==> src/rtl/atm_ascii_pkg.sv <==
// ASCII constants and BCD types shared by the ATM terminal transmit and
// receive digit paths.
//   ASCII_ZERO / ASCII_CR / ASCII_LF / ASCII_QUIT : byte constants
//   bcd_digit_t                                    : one packed BCD nibble
//   pow10()                                        : elaboration-time helper
package atm_ascii_pkg;

  localparam logic [7:0] ASCII_ZERO = 8'h30;
  localparam logic [7:0] ASCII_CR   = 8'h0D;
  localparam logic [7:0] ASCII_LF   = 8'h0A;
  localparam logic [7:0] ASCII_QUIT = 8'h71;

  typedef logic [3:0] bcd_digit_t;

  function automatic longint pow10(input int n);
    longint r = 1;
    for (int i = 0; i < n; i++) r = r * 10;
    return r;
  endfunction

endpackage

==> src/rtl/bin2bcd_seq.sv <==
// Iterative double-dabble converter: one input bit per clock.
// Ports:
//   clk, rst : clock, synchronous active-high reset
//   start    : load value and begin WIDTH iterations
//   value    : binary input, sampled on start
//   ready    : high when no conversion is in progress (bcd is valid after one)
//   bcd      : DIGITS BCD nibbles, index DIGITS-1 is most significant
module bin2bcd_seq
  import atm_ascii_pkg::*;
#(
  parameter int WIDTH  = 8,
  parameter int DIGITS = 3
) (
  input  logic                      clk,
  input  logic                      rst,
  input  logic                      start,
  input  logic [WIDTH-1:0]          value,
  output logic                      ready,
  output bcd_digit_t [DIGITS-1:0]   bcd
);

  localparam int TOT   = DIGITS * 4 + WIDTH;
  localparam int CNT_W = $clog2(WIDTH + 1);

  // BCD digits sit above the binary bits; every iteration adjusts the
  // digits and shifts the whole vector left by one.
  logic [TOT-1:0]   work_q;
  logic [TOT-1:0]   work_adj;
  logic [CNT_W-1:0] cnt_q;

  always_comb begin
    work_adj = work_q;
    for (int i = 0; i < DIGITS; i++) begin
      if (work_q[WIDTH+4*i +: 4] >= 4'd5)
        work_adj[WIDTH+4*i +: 4] = work_q[WIDTH+4*i +: 4] + 4'd3;
    end
  end

  always_ff @(posedge clk) begin
    if (rst) begin
      work_q <= '0;
      cnt_q  <= '0;
    end else if (start) begin
      work_q <= TOT'(value);
      cnt_q  <= CNT_W'(WIDTH);
    end else if (cnt_q != '0) begin
      work_q <= work_adj << 1;
      cnt_q  <= cnt_q - CNT_W'(1);
    end
  end

  assign ready = (cnt_q == '0);
  assign bcd   = work_q[TOT-1 -: DIGITS*4];

endmodule

==> src/rtl/binary_to_ascii_tx.sv <==
// Converts a binary value to zero-padded decimal ASCII and streams it to the
// UART transmitter, MSD first, optionally followed by CR LF.
// Ports:
//   clk, rst    : clock, synchronous active-high reset
//   value_in    : binary value, latched when start is accepted
//   start_in    : request a transfer (ignored while busy)
//   abort_in    : cancel the transfer in progress
//   tx_done_in  : UART reports previous byte sent
//   tx_byte     : byte for the UART, valid while tx_dv
//   tx_dv       : one-cycle transmit strobe
//   busy        : transfer in progress
//   done        : one-cycle pulse after the final byte completes
//
// state   | meaning
// IDLE    | waiting for start
// CONVERT | double-dabble running
// SEND    | tx_dv high for the current byte
// WAIT    | waiting for tx_done_in
// FINISH  | done pulse; may accept the next start
module binary_to_ascii_tx
  import atm_ascii_pkg::*;
#(
  parameter int WIDTH       = 8,
  parameter int DIGITS      = 3,
  parameter int APPEND_CRLF = 1
) (
  input  logic             clk,
  input  logic             rst,
  input  logic [WIDTH-1:0] value_in,
  input  logic             start_in,
  input  logic             abort_in,
  input  logic             tx_done_in,
  output logic [7:0]       tx_byte,
  output logic             tx_dv,
  output logic             busy,
  output logic             done
);

  localparam int NBYTES = DIGITS + 2 * APPEND_CRLF;
  localparam int IDX_W  = ($clog2(NBYTES) > 0) ? $clog2(NBYTES) : 1;
  localparam logic [IDX_W-1:0] LAST_IDX = IDX_W'(NBYTES - 1);

  if (((longint'(1) << WIDTH) - 1) >= pow10(DIGITS)) begin : g_bad_params
    $fatal(1, "binary_to_ascii_tx: WIDTH does not fit in DIGITS decimal digits");
  end

  typedef enum logic [2:0] {
    ST_IDLE,
    ST_CONVERT,
    ST_SEND,
    ST_WAIT,
    ST_FINISH
  } state_t;

  state_t                  state, state_n;
  logic [IDX_W-1:0]        idx, idx_n;
  logic                    load_byte;
  logic                    conv_start;
  logic                    conv_ready;
  logic [7:0]              sel_byte;
  bcd_digit_t [DIGITS-1:0] bcd;

  bin2bcd_seq #(
    .WIDTH  (WIDTH),
    .DIGITS (DIGITS)
  ) u_bin2bcd (
    .clk   (clk),
    .rst   (rst),
    .start (conv_start),
    .value (value_in),
    .ready (conv_ready),
    .bcd   (bcd)
  );

  always_comb begin
    state_n    = state;
    idx_n      = idx;
    load_byte  = 1'b0;
    conv_start = 1'b0;
    case (state)
      ST_IDLE, ST_FINISH: begin
        state_n = ST_IDLE;
        if (start_in) begin
          state_n    = ST_CONVERT;
          conv_start = 1'b1;
        end
      end
      ST_CONVERT: begin
        if (conv_ready) begin
          state_n   = ST_SEND;
          idx_n     = '0;
          load_byte = 1'b1;
        end
      end
      ST_SEND: state_n = ST_WAIT;
      ST_WAIT: begin
        if (tx_done_in) begin
          if (idx == LAST_IDX) begin
            state_n = ST_FINISH;
          end else begin
            state_n   = ST_SEND;
            idx_n     = idx + IDX_W'(1);
            load_byte = 1'b1;
          end
        end
      end
      default: state_n = ST_IDLE;
    endcase
    // abort overrides everything, including a start seen in FINISH
    if (abort_in && state != ST_IDLE) begin
      state_n    = ST_IDLE;
      idx_n      = idx;
      load_byte  = 1'b0;
      conv_start = 1'b0;
    end
  end

  // Byte for the index about to be sent: digits MSD first, then CR, LF.
  always_comb begin
    sel_byte = ASCII_LF;
    if (idx_n == IDX_W'(DIGITS)) sel_byte = ASCII_CR;
    for (int i = 0; i < DIGITS; i++) begin
      if (idx_n == IDX_W'(i)) sel_byte = ASCII_ZERO + 8'(bcd[DIGITS-1-i]);
    end
  end

  always_ff @(posedge clk) begin
    if (rst) begin
      state   <= ST_IDLE;
      idx     <= '0;
      tx_byte <= '0;
    end else begin
      state <= state_n;
      idx   <= idx_n;
      if (load_byte) tx_byte <= sel_byte;
    end
  end

  assign tx_dv = (state == ST_SEND);
  assign busy  = (state == ST_CONVERT) || (state == ST_SEND) || (state == ST_WAIT);
  assign done  = (state == ST_FINISH);

endmodule

==> config.mk <==
export PLATFORM = sky130hd
export DESIGN_NAME = binary_to_ascii_tx
export DESIGN_NICKNAME = d
export VERILOG_FILES = /design/src/rtl/atm_ascii_pkg.sv /design/src/rtl/bin2bcd_seq.sv /design/src/rtl/binary_to_ascii_tx.sv
export SDC_FILE = /design/constraint.sdc
export NUM_CORES = 1
export LEC_CHECK = 0
export CORE_ASPECT_RATIO = 0.75
export CORE_UTILIZATION = 35
export DETAILED_ROUTE_END_ITERATION = 12
export SYNTH_ARGS = -nofsm -noshare
export SYNTH_HDL_FRONTEND = slang
export SYNTH_SLANG_ARGS = --single-unit
==> constraint.sdc <==
create_clock -name clk -period 2.8 [get_ports clk]
set_input_delay 0.56 -clock clk [delete_from_list [all_inputs] [get_ports clk]]
set_output_delay 0.56 -clock clk [all_outputs]
set_load 0.02 [all_outputs]
==> results.tsv, run 1 <==
stage	metric	value	unit
layout	Area Growth Syn to Fin	17.78	%
power	Comb power frac	43.0	%
cts	H-tree levels	2	
timing	RSZ-0062 raised after global routing	false	
logic_synthesis	Synth Area in XOR/XNOR	2.222	%
cts	TritonCTS Buffers	5	
route	WL final	4236	µm
layout	ant diodes	0	
route	post-route ant nets	0	
placed_design	dpl cells	339	
die	Ports	24	
logic_synthesis	EDFF count, synth	0	
logic_synthesis	post-synthesis cell type count	44	
power	power per cell area	766.2	nW/µm²
route	DRT Pass-1 Iters	4	
logic_synthesis	Synth Area in Compound Gates	20.57	%
cts	Max clock buf depth	2	
setup_path	WP data required	2.24	ns
logic_synthesis	mux share of post-synthesis cell area	1.778	%
cts	PostCTS Resize Cnt	0	
die	Starting Density	36.62	%
logic_synthesis	top post-synthesis cells by area	dfxtp_1 36%, nand2_1 6.7%, ha_1 5.7%	
logic_synthesis	Avg Cell Area, Syn	7.851	µm²
logic_synthesis	adder-cell share of the synthesized area	5.714	%
die	Site Rows	23	
setup_path	critical path type	register to primary output	
setup_path	crit path max fanout	11	
power	clock network power share	20.0	%
power	leak pwr	0.8557	nW
timing	worst-margin pin slew	0.6333	ns
cts	cts hold-fix bufs	0	
logic_synthesis	cell accounting for the most synthesized area	dfxtp_1	
global_routing	first-pass GRT wire length	7417	µm
setup_path	Startpoint Class	register	
cts	Setup Fix Bufs, Post-CTS	0	
layout	nets@finish	293	
power	sequential power share	36.9	%
die	chip width	88.65	µm
timing	post-route setup TNS	0	ns
setup_path	r2r startpoint	u_bin2bcd.cnt_q[0]	
logic_synthesis	post-synth top area share	35.56	%
placed_design	Final Wtd Congestion	0.7992	
setup_path	reg2reg setup slack	0.47	ns
logic_synthesis	Synth Area in Simple Gates	26.29	%
global_routing	GRT Total Usage	16.51	%
route	via count	1759	
timing	f_max	407.6	MHz
logic_synthesis	sequential area share after synthesis	35.56	%
route	number of vias per cell	5.069	
logic_synthesis	main combinational cell family by area after synthesis	simple AND/OR/NAND/NOR gates	
cts	Clock transition at path regs	0.07	ns
power	Int Pwr	1.056	mW
timing	Final Cycle Share	87.62	%
power	Sw Ratio	40.64	%
route	DRT iter0 DRCs	79	
logic_synthesis	Syn Inst Count	251	
setup_path	Critical Path End Type	primary output	
die	full die area	5938	µm²
setup_path	R2R depth	7	
placed_design	Post-DP HPWL	2948	µm
logic_synthesis	Synth Warn #	0	
timing	relative max-transition margin	57.78	%
timing	Fin. Hold Viols	0	
logic_synthesis	synth cell count leaders	35 x dfxtp_1, 35 x nand2_1, 21 x a21oi_1, 21 x nor2_1	
layout	utilization after layout	43.13	%
logic_synthesis	Async S/R FF share, synth	0	%
layout	Final Non-Filler Cells	347	
hold_path	Worst Hold Depth	2	
cts	CTS root buffer	clkbuf_8	
timing	post-layout min period	2.453	ns
global_routing	initial antenna violation count	0	
logic_synthesis	flops & latches, synth	35	
global_routing	GRT overflow	0	
die	Die Ht	66.99	µm
cts	Worst-Skew Late Latency	0.29	ns
setup_path	Worst EP arrival	1.89	ns
logic_synthesis	Main synth FF type	dfxtp_1	
cts	# clock sinks	35	
timing	skew final	0.005435	ns
timing	# setup viols final	0	
flow_run	Max-cap violations	0	
global_routing	number of global-route vias before repair	1523	
setup_path	reg2reg end	tx_byte[3]	
route	drt wl/cell	12.21	µm
timing	Final Max Tran Viols	0	
run_status	status	complete, no violations	
die	core area	5381	µm²
layout	layout cell share with drive strength beyond 1	8.088	%
placed_design	PortBufs	21	
power	Max VDD drop	0.3484	mV
hold_path	hold endpoint	u_bin2bcd.work_q[8]	
hold_path	hold_sp	u_bin2bcd.work_q[7]	
power	Sw Pwr	0.7227	mW
cts	clock tree from TritonCTS	done	
hold_path	Worst Hold Class	register to register	
logic_synthesis	Post-Syn Area	1971	µm²
layout	Filler cells	551	
route	DRC errors left	0	
global_routing	largest net degree at the start of global routing	24	
power groups by stage:
stage          Clock [mW]  Combinational [mW]  Sequential, mW
2_1_floorplan           0               0.610           0.648
3_3_place_gp            0               0.766           0.665
3_5_place_dp            0               0.775           0.666
4_1_cts             0.370               0.780           0.656
5_1_grt             0.394               0.875           0.671
6_report            0.356               0.765           0.657
state kept, by name, summed over array words and instances, names as in the netlist:
| signal | count |
|---|---|
| u_bin2bcd.cnt_q | 4 |
| u_bin2bcd.work_q | 20 |
| state | 3 |
| idx | 3 |
| tx_byte | 5 |
metrics by stage:
step                hold WS (ns)  area (µm²)  total power [mW]  setup slack (ns)
floorplan                 0.4366        1974             1.258            0.5634
global placement          0.4471        2237             1.431            0.1719
global route              0.4942        2321             1.940            0.2572
CTS                       0.4601        2321             1.805            0.3910
finish                    0.4611        2321             1.778            0.3465
detailed placement        0.4456        2237             1.441            0.1309
cell usage in the layout, fill, tap and decap left out, drive strengths merged, types with 4 or more instances in the layout:
cell / n
clkdlybuf4s50: 21
or3: 4
o21ai: 15
dfxtp: 35
o211ai: 5
nand3: 15
nor2: 21
buf: 7
nand2: 36
a21oi: 21
nand2b: 4
inv: 14
nor3: 5
nor3b: 5
clkbuf: 5
xnor2: 5
ha: 9
worst max-delay path by stage:
| stage | from | end | slack (ns) | cells after the start |
|---|---|---|---|---|
| after floorplan | u_bin2bcd.cnt_q[0] | tx_byte[3] | 0.56 | 9 |
| after global placement | abort_in | tx_byte[3] | 0.17 | 6 |
| after detailed placement | abort_in | tx_byte[3] | 0.13 | 6 |
| after CTS | state[1] | tx_dv | 0.39 | 3 |
| after global routing | state[1] | tx_dv | 0.26 | 3 |
| final | state[1] | tx_dv | 0.35 | 3 |
cell type report:
cell class                 instances  area (µm²)  share of cell area (%)
timing repair buffer              28       262.8                   11.32
multi-input combinational        187        1127                   48.57
clock inverter                     3       15.01                  0.6469
sequential                        35       700.7                   30.19
clock buffer                       5       68.82                   2.965
tap                               75       93.84                   4.043
inverter                          14       52.55                   2.264
routing by layer:
layer | wire length [µm] | up-vias | track usage, %
met5 | 0 | - | 0
met4 | 45 | 0 | 5.444
met3 | 209 | 5 | 4.089
met2 | 1724 | 40 | 22.98
met1 | 2257 | 803 | 24.29
li1 | - | 911 | -
worst max-delay path, cell delays in order, from the launching register on:
cell and delay [ns]:
dfxtp_1 0.55, inv_1 0.21, nor3_1 0.21, clkdlybuf4s50_1 0.64
logic make-up (layout without fill, tap and decap cells):
group,Yosys count,after routing
simple gates,105,105
mux,3,3
compound gates,63,63
buf+inv,30,50
other cells,1,2
fa+ha+maj,9,9
flops,35,35
xor+xnor,5,5
No activity file was read; power rests on OpenSTA's default activity.
==> run 2: changes to the inputs <==
--- a/config.mk
+++ b/config.mk
@@ -8,6 +8,8 @@
 export CORE_ASPECT_RATIO = 0.75
 export CORE_UTILIZATION = 35
 export DETAILED_ROUTE_END_ITERATION = 12
+export PLACE_DENSITY = 0.61
+export SLEW_MARGIN = 10
 export SYNTH_ARGS = -nofsm -noshare
 export SYNTH_HDL_FRONTEND = slang
 export SYNTH_SLANG_ARGS = --single-unit
==> run 2 against run 1 <==
Compared with the run above: register-to-register slack barely moved; critical endpoint unchanged; highest routed layer unchanged; critical path depth did not move; maximum frequency rose by 2.8%; utilization rose by 0.63 points; worst setup slack improved by 0.068 ns; largest power group unchanged; routed wire length rose by 1.6%; final area rose by 1.5%; sequential share of layout area fell by 0.43 points; clock-buffer cell count rose by 1; clock power rose by 35%; final cell count did not move.
==> results.tsv, run 2 (synthesis gave the netlist of run 1 again) <==
stage	metric	value	unit	change
placed_design	PortBufs	21		unchanged
timing	slack of the critical path	0.4145	ns	+0.06795 ns
placed_design	dpl cells	339		unchanged
setup_path	Critical Path End Type	primary output		
die	core area	5381	µm²	unchanged
setup_path	Worst EP arrival	1.83	ns	-0.06 ns
cts	Setup Fix Bufs, Post-CTS	0		unchanged
cts	cts hold-fix bufs	0		unchanged
setup_path	crit path max fanout	11		unchanged
layout	utilization after layout	43.76	%	+0.63 points
die	Ports	24		unchanged
route	post-route ant nets	0		unchanged
layout	Design Area, Final	2355	µm²	+1.5%
die	Site Rows	23		unchanged
placed_design	Post-DP HPWL	3002	µm	+1.8%
layout	ant diodes	0		unchanged
timing	relative max-transition margin	57.38	%	-0.40 points
cts	Worst-Skew Late Latency	0.29	ns	about the same
setup_path	Worst Path Buf+Inv	2		unchanged
cts	CTS root buffer	clkbuf_8		
timing	Final Max Tran Viols	0		unchanged
hold_path	Worst Hold Class	register to register		
layout	Area Growth Syn to Fin	19.49	%	
global_routing	Most Crowded Layer GR	met1		
layout	commonest non-fill, non-tap cells in the layout	35 x nand2_1, 35 x dfxtp_1, 21 x nor2_1, 21 x a21oi_1, 21 x clkdlybuf4s50_1		
layout	layout cell share with drive strength beyond 1	8.088	%	unchanged
global_routing	met1 usage	24.22	%	-0.072 points
run_status	status	complete, no violations		
flow_run	Max-cap violations	0		unchanged
cts	Clock transition at path regs	0.07	ns	about the same
layout	Largest register FFs	20		unchanged
global_routing	first-pass GRT wire length	7555	µm	+1.9%
global_routing	met3 global-route usage	3.717	%	-0.37 points
cts	clock tree from TritonCTS	done		
global_routing	GR Util met2	24.04	%	+1.1 points
power	Max VDD drop	0.3766	mV	+8.1%
layout	Largest regs	u_bin2bcd.work_q: 20 flops, tx_byte: 5 flops, u_bin2bcd.cnt_q: 4 flops		
timing	# setup viols final	0		unchanged
cts	PostCTS Resize Cnt	0		unchanged
power	Final Power	1.904	mW	+7.1%
die	Die Ht	66.99	µm	unchanged
cts	# clock sinks	35		unchanged
route	DRT Pass-1 Iters	4		unchanged
route	via count	1766		+0.40%
layout	Filler cells	543		-1.5%
layout	nets@finish	293		unchanged
global_routing	number of global-route vias before repair	1560		+2.4%
layout	Biggest register	u_bin2bcd.work_q		
global_routing	GRT Total Usage	16.78	%	+0.27 points
die	full die area	5938	µm²	unchanged
cts	Max clock buf depth	2		unchanged
timing	worst-margin pin slew	0.6393	ns	+0.006028 ns
setup_path	Startpoint Class	register		
layout	Seq. cell area	700.7	µm²	unchanged
timing	Hold Slack	0.4579	ns	-0.003153 ns
timing	Fin. Hold Viols	0		unchanged
setup_path	critical path's largest stage delay	0.63	ns	about the same
setup_path	CP delay by family, top	buffers and inverters		
placed_design	Final Wtd Congestion	0.8222		+2.9%
route	WL final	4302	µm	+1.6%
layout	Multi-input gate area	1127	µm²	unchanged
timing	Final Cycle Share	85.20	%	-2.4 points
placed_design	Post-Place Setup Slack	0.1249	ns	-0.006020 ns
timing	f_max	419.2	MHz	+2.8%
setup_path	critical path's slowest cell	clkdlybuf4s50_1		
global_routing	initial antenna violation count	0		unchanged
timing	post-layout min period	2.386	ns	-0.06795 ns
route	DRT iter0 DRCs	79		unchanged
placed_design	Post-DP Area	2237	µm²	unchanged
setup_path	WP data required	2.24	ns	about the same
cts	TritonCTS Buffers	5		unchanged
timing	RSZ-0062 raised after global routing	false		
timing	skew final	0.001901	ns	-0.003533 ns
timing	post-route setup TNS	0	ns	unchanged
layout	Final Non-Filler Cells	347		unchanged
setup_path	Cell Chain, Critical Path	inv_1, nor3_1, clkdlybuf4s50_1		
route	DRC errors left	0		unchanged
cts	H-tree levels	2		unchanged
power	power per cell area	808.5	nW/µm²	+5.5%
setup_path	critical path type	register to primary output		
route	drt wl/cell	12.40	µm	+1.6%
global_routing	largest net degree at the start of global routing	24		unchanged
die	chip width	88.65	µm	unchanged
global_routing	GRT overflow	0		unchanged
die	Starting Density	36.62	%	unchanged
route	number of vias per cell	5.089		+0.40%
power	leak pwr	0.8692	nW	+1.6%
-- run 2: worst min-delay path: stages, from the launching register on --
cell	delay (ns)
dfxtp_1	0.31
nand2_1	0.05
a21oi_1	0.05
-- run 2: power breakdown --
group / internal, mW / total (mW) / switching (mW)
sequential: 0.583 / 0.655 / 0.0725
clock: 0.288 / 0.480 / 0.192
combinational: 0.302 / 0.769 / 0.467
total: 1.17 / 1.90 / 0.731
-- run 2: layout make-up --
cell class / instances / share of cell area (%)
sequential: 35 / 29.76
tap: 75 / 3.985
timing repair buffer: 28 / 11.16
clock buffer: 6 / 3.507
inverter: 14 / 2.232
multi-input combinational: 187 / 47.87
clock inverter: 2 / 1.488
-- run 2: layer usage --
| metal | vias to the layer above | share of wire, % |
|---|---|---|
| met1 | 820 | 53 |
| met2 | 29 | 42 |
| met4 | 0 | 1.6 |
| met5 | - | 0 |
| met3 | 6 | 3.2 |
| li1 | 911 | - |
-- run 2: final timing paths --
path	startpoint	cells after the start	slack, ns	endpoint
max	state[1]	3	0.41	tx_dv
min	u_bin2bcd.work_q[7]	2	0.46	u_bin2bcd.work_q[8]
max reg2reg	u_bin2bcd.cnt_q[0]	7	0.47	tx_byte[3]
min reg2reg	u_bin2bcd.work_q[7]	2	0.46	u_bin2bcd.work_q[8]
